**config.mk**
```make
export PLATFORM = sky130hd
export DESIGN_NAME = instr_fetch1_buf_flat
export DESIGN_NICKNAME = d
export VERILOG_FILES = /design/src/rtl/instr_fetch1_buf_pkg.sv /design/src/rtl/instr_fetch1_buf_if.sv /design/src/rtl/instr_fetch1_buf_skid_fifo.sv /design/src/rtl/instr_fetch1_buf.sv /design/src/flat_wrapper.sv
export SDC_FILE = /design/constraint.sdc
export NUM_CORES = 1
export LEC_CHECK = 0
export ABC_AREA = 1
export CAP_MARGIN = 25
export CORE_MARGIN = 2
export CORE_UTILIZATION = 42
export CTS_BUF_LIST = sky130_fd_sc_hd__clkbuf_16
export CTS_CLUSTER_SIZE = 12
export DETAILED_ROUTE_END_ITERATION = 10
export PLACE_DENSITY = 0.7
export RECOVER_POWER = 25
export SYNTH_ARGS = -nofsm -noshare
export SYNTH_HDL_FRONTEND = slang
export SYNTH_SLANG_ARGS = --single-unit
```
**constraint.sdc**
```tcl
create_clock -name i_clk -period 2.2 [get_ports i_clk]
set_clock_uncertainty 0.2 [all_clocks]
set_input_delay 0.44 -clock i_clk [delete_from_list [all_inputs] [get_ports i_clk]]
set_output_delay 0.44 -clock i_clk [all_outputs]
set_load 0.1 [all_outputs]
```
**src/rtl/instr_fetch1_buf_pkg.sv**
```systemverilog
// Shared fetch-pipeline types: default fetch geometry, lane mask and the
// {pc, mask} record that Fetch1 queues for Fetch2.
package fetch_pkg;

   localparam int FETCH_WIDTH_DEF = 4;
   localparam int PC_W_DEF        = 32;

   typedef logic [PC_W_DEF-1:0]        program_counter_t;
   typedef logic [FETCH_WIDTH_DEF-1:0] fetch_mask_t;

   typedef struct packed {
      program_counter_t pc;
      fetch_mask_t      mask;
   } fetch1_entry_t;

   // Pointer width for a DEPTH-entry ring; a 1-entry ring still gets one bit.
   function automatic int ptr_w(input int depth);
      return (depth > 1) ? $clog2(depth) : 1;
   endfunction

endpackage

```
**src/rtl/instr_fetch1_buf_if.sv**
```systemverilog
// Fetch1 bus bundle: PC generator handshake, ITLB/ITag read strobes and the
// Fetch2 valid/stall head. With FETCH1_PERF_EN defined it also carries the
// blocked-cycle perf counter.
interface instr_fetch1_buf_if #(
   parameter int FETCH_WIDTH = 4,
   parameter int PC_W        = 32
);
   logic                   i_flush;
   logic                   i_pc_valid;
   logic [PC_W-1:0]        i_pc;
   logic                   o_pc_ready;
   logic                   i_itlb_avail;
   logic                   o_itlb_read;
   logic                   i_icache_tag_avail;
   logic                   o_icache_tag_read;
   logic                   i_stall;
   logic                   o_valid;
   logic [PC_W-1:0]        o_pc;
   logic [FETCH_WIDTH-1:0] o_mask;
`ifdef FETCH1_PERF_EN
   logic [31:0]            o_blocked_cycles;
`endif

   // Fetch1 side.
   modport slave (
      input  i_flush, i_pc_valid, i_pc, i_itlb_avail, i_icache_tag_avail, i_stall,
      output o_pc_ready, o_itlb_read, o_icache_tag_read, o_valid, o_pc, o_mask
`ifdef FETCH1_PERF_EN
      , output o_blocked_cycles
`endif
   );

   // Surrounding pipeline side.
   modport master (
      output i_flush, i_pc_valid, i_pc, i_itlb_avail, i_icache_tag_avail, i_stall,
      input  o_pc_ready, o_itlb_read, o_icache_tag_read, o_valid, o_pc, o_mask
`ifdef FETCH1_PERF_EN
      , input o_blocked_cycles
`endif
   );

endinterface

```
**src/rtl/instr_fetch1_buf_skid_fifo.sv**
```systemverilog
// fetch1_skid_fifo: DEPTH-entry in-order ring of issued fetch entries.
// Flush/reset zero the pointers and count; storage is cleared on reset only.
module fetch1_skid_fifo
   import fetch_pkg::*;
#(
   parameter int  DEPTH   = 2,
   parameter type entry_t = fetch1_entry_t
) (
   input  logic                       i_clk,
   input  logic                       i_rst_n,
   input  logic                       i_flush,
   input  logic                       i_push,
   input  logic                       i_pop,
   input  entry_t                     i_data,
   output entry_t                     o_head,
   output logic [$clog2(DEPTH+1)-1:0] o_count
);
   localparam int PW = ptr_w(DEPTH);
   localparam int CW = $clog2(DEPTH+1);

   entry_t          mem [DEPTH];
   logic [PW-1:0]   rd_ptr;
   logic [PW-1:0]   wr_ptr;
   logic [CW-1:0]   count;

   function automatic logic [PW-1:0] next_ptr(input logic [PW-1:0] p);
      return (p == PW'(DEPTH-1)) ? '0 : p + 1'b1;
   endfunction

   // Storage: cleared on reset so an empty head reads zero, else written at the tail.
   always_ff @(posedge i_clk) begin
      if (!i_rst_n) begin
         for (int i = 0; i < DEPTH; i++) mem[i] <= '0;
      end else if (i_push && !i_flush) begin
         mem[wr_ptr] <= i_data;
      end
   end

   // Pointers and occupancy; flush beats any push or pop in the same cycle.
   always_ff @(posedge i_clk) begin
      if (!i_rst_n || i_flush) begin
         rd_ptr <= '0;
         wr_ptr <= '0;
         count  <= '0;
      end else begin
         if (i_push) wr_ptr <= next_ptr(wr_ptr);
         if (i_pop)  rd_ptr <= next_ptr(rd_ptr);
         count <= count + CW'(i_push) - CW'(i_pop);
      end
   end

   assign o_head  = mem[rd_ptr];
   assign o_count = count;

endmodule

```
**src/rtl/instr_fetch1_buf.sv**
```systemverilog
// instr_fetch1_buf: fetch stage 1. Issues ITLB/ITag reads for accepted PCs,
// builds the lane mask and queues {pc, mask} for Fetch2 in a skid FIFO.
// Optional feature macro: FETCH1_PERF_EN (adds o_blocked_cycles).
//
// Handshakes: a PC is taken only in a cycle where i_pc_valid and o_pc_ready
// are both 1 (o_pc_ready is combinational and equals the read strobes);
// an entry leaves toward Fetch2 only in a cycle where o_valid is 1 and
// i_stall is 0, and the head holds steady otherwise.
module instr_fetch1_buf
   import fetch_pkg::*;
#(
   parameter int FETCH_WIDTH = FETCH_WIDTH_DEF,
   parameter int DEPTH       = 2,
   parameter int PC_W        = PC_W_DEF
) (
   input logic               i_clk,
   input logic               i_rst_n,
   instr_fetch1_buf_if.slave bus
);
   localparam int CW = $clog2(DEPTH+1);
   localparam logic [CW-1:0] DEPTH_C = CW'(DEPTH);

   // Same layout as fetch1_entry_t, sized by this instance's parameters.
   typedef struct packed {
      logic [PC_W-1:0]        pc;
      logic [FETCH_WIDTH-1:0] mask;
   } entry_t;

   logic                   valid;
   logic                   drain;
   logic                   pop;
   logic                   space;
   logic                   issue;
   logic [CW-1:0]          count;
   logic [FETCH_WIDTH-1:0] push_mask;
   entry_t                 push_entry;
   entry_t                 head;

   assign valid = (count != '0);
   assign drain = valid & ~bus.i_stall;
   // A pop during flush is dropped along with the rest of the queue.
   assign pop   = drain & ~bus.i_flush;
   // Full is fine when the head leaves this same cycle.
   assign space = (count < DEPTH_C) | drain;
   assign issue = bus.i_pc_valid & bus.i_itlb_avail & bus.i_icache_tag_avail
                & space & ~bus.i_flush & i_rst_n;

   if (FETCH_WIDTH > 1) begin : g_mask
      localparam int OW = $clog2(FETCH_WIDTH);
      logic [OW-1:0] off;
      assign off = bus.i_pc[OW+1:2];
      // Lanes at or after the PC's slot in the aligned block are live.
      always_comb begin
         push_mask = '0;
         for (int k = 0; k < FETCH_WIDTH; k++) push_mask[k] = (k >= int'(off));
      end
   end else begin : g_mask1
      assign push_mask = 1'b1;
   end

   assign push_entry.pc   = bus.i_pc;
   assign push_entry.mask = push_mask;

   fetch1_skid_fifo #(
      .DEPTH   (DEPTH),
      .entry_t (entry_t)
   ) u_fifo (
      .i_clk   (i_clk),
      .i_rst_n (i_rst_n),
      .i_flush (bus.i_flush),
      .i_push  (issue),
      .i_pop   (pop),
      .i_data  (push_entry),
      .o_head  (head),
      .o_count (count)
   );

   assign bus.o_pc_ready        = issue;
   assign bus.o_itlb_read       = issue;
   assign bus.o_icache_tag_read = issue;
   assign bus.o_valid           = valid;
   assign bus.o_pc              = head.pc;
   assign bus.o_mask            = head.mask;

`ifdef FETCH1_PERF_EN
   logic [31:0] blocked_q;

   // Saturating count of offered-but-not-taken cycles; only reset clears it.
   always_ff @(posedge i_clk) begin
      if (!i_rst_n) begin
         blocked_q <= '0;
      end else if (bus.i_pc_valid && !issue && !bus.i_flush && (blocked_q != 32'hFFFF_FFFF)) begin
         blocked_q <= blocked_q + 32'd1;
      end
   end

   assign bus.o_blocked_cycles = blocked_q;
`endif

endmodule

```
**src/flat_wrapper.sv**
```systemverilog
// flat-port wrapper written by rule: the top's interface ports become plain ports
module instr_fetch1_buf_flat import fetch_pkg::*;
#(
   parameter int FETCH_WIDTH = FETCH_WIDTH_DEF,
   parameter int DEPTH       = 2,
   parameter int PC_W        = PC_W_DEF
)
  (i_clk, i_rst_n, bus_i_flush, bus_i_pc_valid, bus_i_pc, bus_i_itlb_avail, bus_i_icache_tag_avail, bus_i_stall, bus_o_pc_ready, bus_o_itlb_read, bus_o_icache_tag_read, bus_o_valid, bus_o_pc, bus_o_mask);
  instr_fetch1_buf_if #(.FETCH_WIDTH(FETCH_WIDTH), .PC_W(PC_W)) bus_i ();
  input logic i_clk;
  input logic i_rst_n;
  input wire logic [$bits(bus_i.i_flush)-1:0] bus_i_flush;
  input wire logic [$bits(bus_i.i_pc_valid)-1:0] bus_i_pc_valid;
  input wire logic [$bits(bus_i.i_pc)-1:0] bus_i_pc;
  input wire logic [$bits(bus_i.i_itlb_avail)-1:0] bus_i_itlb_avail;
  input wire logic [$bits(bus_i.i_icache_tag_avail)-1:0] bus_i_icache_tag_avail;
  input wire logic [$bits(bus_i.i_stall)-1:0] bus_i_stall;
  output wire logic [$bits(bus_i.o_pc_ready)-1:0] bus_o_pc_ready;
  output wire logic [$bits(bus_i.o_itlb_read)-1:0] bus_o_itlb_read;
  output wire logic [$bits(bus_i.o_icache_tag_read)-1:0] bus_o_icache_tag_read;
  output wire logic [$bits(bus_i.o_valid)-1:0] bus_o_valid;
  output wire logic [$bits(bus_i.o_pc)-1:0] bus_o_pc;
  output wire logic [$bits(bus_i.o_mask)-1:0] bus_o_mask;
  assign bus_i.i_flush = bus_i_flush;
  assign bus_i.i_pc_valid = bus_i_pc_valid;
  assign bus_i.i_pc = bus_i_pc;
  assign bus_i.i_itlb_avail = bus_i_itlb_avail;
  assign bus_i.i_icache_tag_avail = bus_i_icache_tag_avail;
  assign bus_i.i_stall = bus_i_stall;
  assign bus_o_pc_ready = bus_i.o_pc_ready;
  assign bus_o_itlb_read = bus_i.o_itlb_read;
  assign bus_o_icache_tag_read = bus_i.o_icache_tag_read;
  assign bus_o_valid = bus_i.o_valid;
  assign bus_o_pc = bus_i.o_pc;
  assign bus_o_mask = bus_i.o_mask;
  instr_fetch1_buf #(.FETCH_WIDTH(FETCH_WIDTH), .DEPTH(DEPTH), .PC_W(PC_W)) u_core (.i_clk(i_clk), .i_rst_n(i_rst_n), .bus(bus_i));
endmodule
```
==> impl_metrics.ini <==
[outcome]
status = finished clean

[power_and_ir_drop]
power_frac_comb = 0.134
power_density_nw_per_um2 = 706
clockPowerShare = 0.429
ir_worst_vdd_uv = 396
internal_power_mw = 2.93
p_sw_frac = 0.222
p_seq_frac = 0.437
switching_power_uw = 839
leakage_nw = 2.26

[sta]
worstMarginPinSlew_ns = 0.541
setup_slack_ns = 0.0451
final_hold_viol_count = 0
setup-violations-final = 0
finalMaxSlewViolations = 0
rsz0062_at_grt = no
maxSlewHeadroom = 0.641
fin_crit_sh = 0.980
max_freq_mhz = 464
period_needed_ns = 2.15

[synth]
synth_area_um2 = 3530
synthCells = 277
synth_compound_area_frac = 0.00426
synthXorXnorAreaFrac = 0.00497
syn_avg_cell_area_um2 = 12.7
ys_seq_area_frac = 0.636
muxShareOfSynthArea = 0.112
synth_top_family_by_area = simple AND/OR/NAND/NOR gates
synth_top_area_frac = 0.596
synth_simple_gate_area_frac = 0.157
synth_top_cell_by_area = edfxtp_1
synthAdderAreaFrac = 0.00709
synth-seq-cells = 77
synth.area.top_cells = edfxtp_1 60%, mux2_2 11%, nor2_1 5.0%
syn_nets = 318
post_synth_num_cell_types = 23
yosysWarnings = 0

[routing]
vias = 2237
wl_per_cell_um = 13.6
postRouteAntennaNets = 0
drc = 0
viasPerCell = 4.58
drt_pass1_iterations = 4
drt_iter0_drc = 72
routed_wl_um = 6620

[clock_tree]
clockBufferDepth = 2
cts-root-buf = clkbuf_16
ctsHoldBuffers = 0
cts.reportedPaths.clkPinSlew_ns = 0.05
cts_buffers = 9
tritoncts = done
cts.sinks = 77
cts.htree.levels = 3
clock_latency_ns = 0.32

[floorplanning]
ios = 79
die_h_um = 95.6
core.rowCount = 33
fp.dieW_um = 95.6
start_util = 0.431
fp.dieArea_um2 = 9150
coreArea_um2 = 8180

[grt]
grt.total_usage = 0.160
grt_pass1_vias = 2357
antenna_found_initial = 0
grt_remaining_overflow = 0
grt_max_degree = 23
grt_pass1_wl_um = 10800

[final_layout]
most-common-layout-cells = 70 x edfxtp_1, 48 x nor2_1, 47 x inv_1
instances_no_fill = 488
layout_commonest_cell = edfxtp_1
diodes = 0
final_layout_size_suffix_gt1_frac = 0.399
nets = 419
syn2layout_area_growth_pct = 51.6

[flow_run]
cap_violations = 0

[placed_design]
port_buffers = 78
gp_congestion = 0.786
placed_cells = 469
place_hpwl_um = 4550
dp_slack_ns = -0.278

[worst_setup_path]
worst_ep_arrival_time_ns = 1.51
crit_type = primary input to primary output
cp.required_ns = 1.56
critical_path.startpoint_type = primary input
endpoint_kind = primary output
cp_max_fo = 4

[min_path]
hold_class = flop to flop
[critical path: stages]
cell,delay (ns)
clkdlybuf4s50_1,0.46
nor2_4,0.13
nand2_4,0.07
nor2_8,0.11
buf_8,0.13
buf_12,0.17
[layer usage]
metal,GRT usage,vias to the layer above,wire length [um]
li1,-,1111,-
met4,0.0631,0,66
met1,0.186,1066,2770
met3,0.0458,7,349
met5,0,-,0
met2,0.276,53,3440
[power by group through the flow]
stage,registers [mW],clock network (mW),logic [mW]
6_report,1.65,1.62,0.505
3_5_place_dp,1.68,0,0.512
2_1_floorplan,1.68,0,0.279
5_1_grt,1.65,1.70,0.529
3_3_place_gp,1.68,0,0.509
4_1_cts,1.65,1.65,0.515
[metrics by stage]
| step | util | TNS [ns] | hold slack, ns | total power, mW | area, um^2 |
|---|---|---|---|---|---|
| after CTS | 0.657 | 0 | 0.303 | 3.81 | 5370 |
| final | 0.654 | 0 | 0.301 | 3.77 | 5350 |
| after detailed placement | 0.614 | -9.94 | 0.253 | 2.19 | 5020 |
| after global placement | 0.614 | -7.94 | 0.242 | 2.19 | 5020 |
| after floorplan | - | 0 | 0.225 | 1.96 | 3550 |
| after global routing | 0.654 | 0 | 0.304 | 3.89 | 5350 |
[state kept, by name, indices dropped and copies added, names as in the netlist, named ones only]
name,flops
u_core.u_fifo.o_count,2
u_core.u_fifo.wr_ptr,1
u_core.u_fifo.rd_ptr,1
u_core.u_fifo.mem,72
[Yosys cell counts]
| library cell | instances |
|---|---|
| a21oi_1 | 1 |
| buf_2 | 4 |
| buf_4 | 2 |
| buf_6 | 5 |
| buf_8 | 1 |
| dfxtp_1 | 7 |
| edfxtp_1 | 70 |
| ha_1 | 2 |
| inv_1 | 45 |
| inv_2 | 1 |
| mux2_2 | 35 |
| nand2_1 | 15 |
| nand2_4 | 2 |
| nand3_1 | 1 |
| nand3_4 | 1 |
| nand4_1 | 2 |
| nor2_1 | 47 |
| nor2_2 | 21 |
| nor2_4 | 10 |
| nor2_8 | 1 |
| o21ai_0 | 2 |
| xnor2_1 | 1 |
| xor2_1 | 1 |
[cell families (layout without fill, tap and decap cells)]
| group | after synthesis | count (layout) |
|---|---|---|
| flops | 77 | 77 |
| buf+inv | 58 | 164 |
| fa+ha+maj | 2 | 2 |
| compound gates | 3 | 3 |
| xor+xnor | 2 | 2 |
| mux | 35 | 35 |
| simple gates | 100 | 100 |
[what timing repair did]
action                     in CTS  in global routing
setup buffers                   1                  2
pin swaps                       0                  1
setup endpoints to repair      33                  4
gates resized for setup         5                  0
[final timing paths]
kind / cells past startpoint / slack (ns) / end / from
setup / recovery: 6 / 0.05 / bus_o_pc_ready / bus_i_flush
setup reg to reg: 9 / 0.39 / u_core.u_fifo.mem[0][19] / u_core.u_fifo.o_count[1]
hold reg to reg: 2 / 0.30 / u_core.u_fifo.o_count[1] / u_core.u_fifo.o_count[1]
hold / removal: 2 / 0.30 / u_core.u_fifo.o_count[1] / u_core.u_fifo.o_count[1]
[area by class of cell]
class / count / area, um^2
tap: 105 / 131
inverter: 46 / 173
sequential: 77 / 2250
clock buffer: 9 / 225
clock inverter: 7 / 106
timing repair buffer: 102 / 1430
fill: 617 / 2830
multi-input combinational: 142 / 1030
Note: power is estimated with default switching activity, not from simulation.
